[src/rtl/pattern_arbiter.sv]
`default_nettype none
// ============================================================================
// Module      : pattern_arbiter
// Description : Two-requester arbiter in front of one shared 4-bit pattern
//               matcher. Each request is decided in IDLE, granted for one
//               cycle (operand captured), and answered one cycle later.
//               Ties go to the requester that did not win last time.
//               Optional post-reset flush phase is enabled by defining
//               PATTERN_ARBITER_FLUSH_EN; without it reset goes to IDLE.
// Revision    : 1.0 - initial release
// ============================================================================
module pattern_arbiter #(
    parameter logic [3:0] PATTERN     = 4'b0101,
    parameter int         INIT_CYCLES = 2
) (
    input  logic       clk,
    input  logic       rst_n,
    input  logic       req0,
    input  logic [3:0] data0,
    input  logic       req1,
    input  logic [3:0] data1,
    output logic       gnt0,
    output logic       gnt1,
    output logic       match_valid,
    output logic       match,
    output logic       match_id,
    output logic       busy
);

    localparam logic [1:0] S_FLUSH  = 2'd0;
    localparam logic [1:0] S_IDLE   = 2'd1;
    localparam logic [1:0] S_GRANT  = 2'd2;
    localparam logic [1:0] S_RESULT = 2'd3;

`ifdef PATTERN_ARBITER_FLUSH_EN
    localparam logic [1:0] c_reset_state = S_FLUSH;
    localparam logic       c_reset_busy  = 1'b1;
    localparam logic [3:0] c_flush_last  = 4'(INIT_CYCLES - 1);
`else
    localparam logic [1:0] c_reset_state = S_IDLE;
    localparam logic       c_reset_busy  = 1'b0;
`endif

    // Out-of-range flush lengths are rejected at elaboration.
    if (INIT_CYCLES < 1 || INIT_CYCLES > 15) begin : g_init_cycles_check
        $error("pattern_arbiter: INIT_CYCLES must be in 1..15");
    end

    logic [1:0] state_q, state_d;
    logic [3:0] operand_q, operand_d;
    logic       last_winner_q, last_winner_d;
    logic       gnt0_q, gnt0_d;
    logic       gnt1_q, gnt1_d;
    logic       match_valid_q, match_valid_d;
    logic       match_q, match_d;
    logic       match_id_q, match_id_d;
    logic       busy_q, busy_d;
`ifdef PATTERN_ARBITER_FLUSH_EN
    logic [3:0] count_q, count_d;
`endif

    // Winner of the IDLE decision: a lone requester wins, a tie goes to the
    // requester that lost last time.
    logic w_pick;
    assign w_pick = (req0 && req1) ? ~last_winner_q : req1;

    // State register and registered outputs.
    always_ff @(posedge clk or negedge rst_n) begin
        if (!rst_n) begin
            state_q       <= c_reset_state;
            operand_q     <= 4'b0000;
            last_winner_q <= 1'b1;
            gnt0_q        <= 1'b0;
            gnt1_q        <= 1'b0;
            match_valid_q <= 1'b0;
            match_q       <= 1'b0;
            match_id_q    <= 1'b0;
            busy_q        <= c_reset_busy;
`ifdef PATTERN_ARBITER_FLUSH_EN
            count_q       <= 4'd0;
`endif
        end else begin
            state_q       <= state_d;
            operand_q     <= operand_d;
            last_winner_q <= last_winner_d;
            gnt0_q        <= gnt0_d;
            gnt1_q        <= gnt1_d;
            match_valid_q <= match_valid_d;
            match_q       <= match_d;
            match_id_q    <= match_id_d;
            busy_q        <= busy_d;
`ifdef PATTERN_ARBITER_FLUSH_EN
            count_q       <= count_d;
`endif
        end
    end

    // Next-state logic: flush countdown, arbitration, operand capture.
    always_comb begin
        state_d       = state_q;
        operand_d     = operand_q;
        last_winner_d = last_winner_q;
`ifdef PATTERN_ARBITER_FLUSH_EN
        count_d       = count_q;
`endif
        case (state_q)
`ifdef PATTERN_ARBITER_FLUSH_EN
            S_FLUSH: begin
                operand_d = 4'b0000;
                if (count_q == c_flush_last) begin
                    count_d = 4'd0;
                    state_d = S_IDLE;
                end else begin
                    count_d = count_q + 4'd1;
                end
            end
`endif
            S_IDLE: begin
                if (req0 || req1) begin
                    last_winner_d = w_pick;
                    state_d       = S_GRANT;
                end
            end
            S_GRANT: begin
                operand_d = last_winner_q ? data1 : data0;
                state_d   = S_RESULT;
            end
            S_RESULT: begin
                state_d = S_IDLE;
            end
            default: begin
                state_d = S_IDLE;
            end
        endcase
    end

    // Output logic: values the outputs take in the state being entered.
    always_comb begin
        gnt0_d        = (state_d == S_GRANT) && !last_winner_d;
        gnt1_d        = (state_d == S_GRANT) &&  last_winner_d;
        match_valid_d = (state_d == S_RESULT);
        match_d       = (state_d == S_RESULT) && (operand_d == PATTERN);
        match_id_d    = (state_d == S_RESULT) && last_winner_q;
        busy_d        = (state_d != S_IDLE);
    end

    assign gnt0        = gnt0_q;
    assign gnt1        = gnt1_q;
    assign match_valid = match_valid_q;
    assign match       = match_q;
    assign match_id    = match_id_q;
    assign busy        = busy_q;

endmodule
`default_nettype wire

[config.mk]
export PLATFORM = sky130hd
export DESIGN_NAME = pattern_arbiter
export DESIGN_NICKNAME = d
export VERILOG_FILES = /design/src/rtl/pattern_arbiter.sv
export SDC_FILE = /design/constraint.sdc
export NUM_CORES = 1
export LEC_CHECK = 0
export ABC_AREA = 1
export CORE_AREA = 4 4 41 43
export CTS_CLUSTER_SIZE = 8
export DETAILED_ROUTE_END_ITERATION = 10
export DIE_AREA = 0 0 45 47
export HOLD_SLACK_MARGIN = 0.1
export PLACE_DENSITY = 0.8
export SLEW_MARGIN = 20
export SYNTH_ARGS = -nofsm -noshare
export SYNTH_HDL_FRONTEND = slang
export SYNTH_SLANG_ARGS = --single-unit
export TNS_END_PERCENT = 10
[constraint.sdc]
create_clock -name clk -period 1.94 [get_ports clk]
set_clock_uncertainty 0.15 [all_clocks]
set_input_delay 0.388 -clock clk [delete_from_list [all_inputs] [get_ports clk]]
set_output_delay 0.388 -clock clk [all_outputs]
set_load 0.02 [all_outputs]
==> qor.yml <==
clockPowerShare_pct: 14.9
crit_slowest_cell: "clkdlybuf4s50_1"
stdcell_count: 99
clk_latency_ns: 0.27
p_sw_w: 0.000415
hold_class: "in -> async"
wl_per_cell_um: 9.82
cpPeakStageDelay_ns: 0.60
routed_wl_um: 972
gp_congestion: 0.752
final-setup-viol-count: 0
syn_area_um2: 541
crit_fanout: 1
crit_buf_inv: 1
p_int_w: 0.000616
period_share_pct: 89.5
power.density_nw_per_um2: 1390
tns_ns: 0
nets: 99
initial_core_util_pct: 41.5
final_common_cell: "nand2_1"
cap_viol_max_count: 0
fp.dieH_um: 47
yosys_warnings: 0
rsz0062_at_grt: "no"
required_ns: 1.40
avgViaCountPerCell: 4.56
grt_pass1_vias: 414
ctsRootBufferMaster: "clkbuf_4"
met2_length_um: 459
drv_slew: 0
antenna_cells: 0
route.vias.total: 451
gr-total-overflow: 0
path_clk_slew_ns: 0.07
p_seq_share_pct: 38.4
htreeDepth: 1
drtIter0Drc: 0
cts_tree: "yes"
most-common-layout-cells: "nand2_1 (21), clkdlybuf4s50_1 (17), inv_1 (9), dfrtp_1 (9), nand2_2 (7)"
ys_types: 15
pwr-share-comb_pct: 46.7
syn_area_per_cell_um2: 8.45
startpoint_type: "flop"
grt_max_degree: 12
leakage_nw: 0.379
vdd_drop_max_mv: 0.555
gr-usage-all-layers_pct: 11.6
syn_inst: 64
holdWs_ns: 0.283
io-pin-count: 18
switching_share_pct: 40.2
max_slew_margin_pct: 69.6
remaining_drc_errors: 0
core-area_um2: 1300
portBuffers: 17
antenna_found_initial: 0
p_total_w: 0.00103
hpwlAfterDp_um: 789
synth_nets: 78
top_layer_used: "met4"
path_class: "reg -> out"
ctsLongestPathBuffers: 2
dieArea_um2: 2120
synth-seq-cells: 11
numPlacedInstances: 95
drt_first_pass_iters: 1
tightest_slew_ns: 0.455
clock-sinks: 11
finalHoldViolCount: 0
period_needed_ns: 1.74
syn2layout_area_growth_pct: 37.7
met1_length_um: 392
ctsResizeCount: 0
fmax_mhz: 576
ys_seq_area_share_pct: 51.4
cts_hold_buf: 0
layout-drive-gt1-share_pct: 20.2
critPathTopFamily: "buffers and inverters"
crit_arrival_ns: 1.20
outcome: "finished clean"
cts_setup_buffers: 0
grt_first_pass_wirelength_mm: 1.61
drt.antenna.violating_nets: 0
cp-end-kind: "output pin"
row_count: 13
worstPathCellList: "clkdlybuf4s50_1"
cts_buffers: 3
met3_length_um: 71
chipWidth_um: 45
fill_cells: 133
[cell type report]
type	instances	area (µm²)	share of cell area (%)
flip-flops and latches	11	278	37.3
multi-input cells	41	208	27.9
repair buffers	17	170	22.9
inverters	11	43.8	5.88
clock buffers	4	26.3	3.53
well taps	15	18.8	2.52
[routing by layer]
metal,GRT usage (%),vias to the layer above
met5,0,-
met4,15.8,0
met3,1.15,4
met2,19.2,17
met1,11.1,199
li1,-,231
[sequential cells by signal (all words and copies together) (netlist names)]
| register | cells |
|---|---|
| last_winner_q | 1 |
| gnt1 | 1 |
| busy | 1 |
| match_id | 1 |
| operand_q | 2 |
| gnt0 | 1 |
| match_valid | 1 |
| state_q | 2 |
| match | 1 |
[kinds of logic (layout without fill, tap and decap cells)]
family | Yosys count | count (layout) | synth area share (%)
fa+ha+maj | 2 | 2 | 4.63
buf+inv | 12 | 32 | 10.2
simple gates | 37 | 37 | 31.9
flops | 11 | 11 | 51.4
compound gates | 2 | 2 | 1.85
[cells in the mapped netlist]
| library cell | number | area share [%] |
|---|---|---|
| nor3_1 | 1 | 0.93 |
| inv_2 | 1 | 0.69 |
| nand2_2 | 7 | 8.1 |
| nor2_1 | 2 | 1.4 |
| ha_1 | 2 | 4.6 |
| nand2_1 | 21 | 15 |
| buf_6 | 1 | 2.1 |
| inv_1 | 9 | 6.2 |
| inv_4 | 1 | 1.2 |
| o21ai_1 | 2 | 1.9 |
| nand3_1 | 3 | 2.8 |
| nor3_2 | 1 | 1.9 |
| nor2_2 | 2 | 2.3 |
| dfrtp_1 | 9 | 42 |
| dfstp_2 | 2 | 9.7 |
[metrics by stage]
step | worst slack (ns) | area [µm²] | util (%)
2_1_floorplan | 0.563 | 541 | -
3_3_place_gp | 0.395 | 718 | 55.2
3_5_place_dp | 0.350 | 718 | 55.2
4_1_cts | 0.174 | 744 | 57.2
5_1_grt | 0.136 | 744 | 57.2
6_report | 0.205 | 744 | 57.2
[final timing paths]
path	endpoint	slack (ns)	cells past startpoint	from
worst max-delay path	busy	0.20	1	busy
worst min-delay path	state_q[1]	0.28	1	rst_n
worst max register to register	gnt0	0.43	5	state_q[0]
worst min register to register	operand_q[2]	0.35	2	operand_q[2]
max in group asynchronous	last_winner_q	1.02	1	rst_n
min in group clk	operand_q[2]	0.35	2	operand_q[2]
[power groups by stage]
stage / Sequential [W] / Combinational, W / Clock (W)
3_5_place_dp: 0.000402 / 0.000487 / 0
6_report: 0.000396 / 0.000482 / 0.000154
3_3_place_gp: 0.000395 / 0.000479 / 0
4_1_cts: 0.000398 / 0.000490 / 0.000162
5_1_grt: 0.000409 / 0.000542 / 0.000169
2_1_floorplan: 0.000415 / 0.000331 / 0
Note: power is estimated with default switching activity, not from simulation.
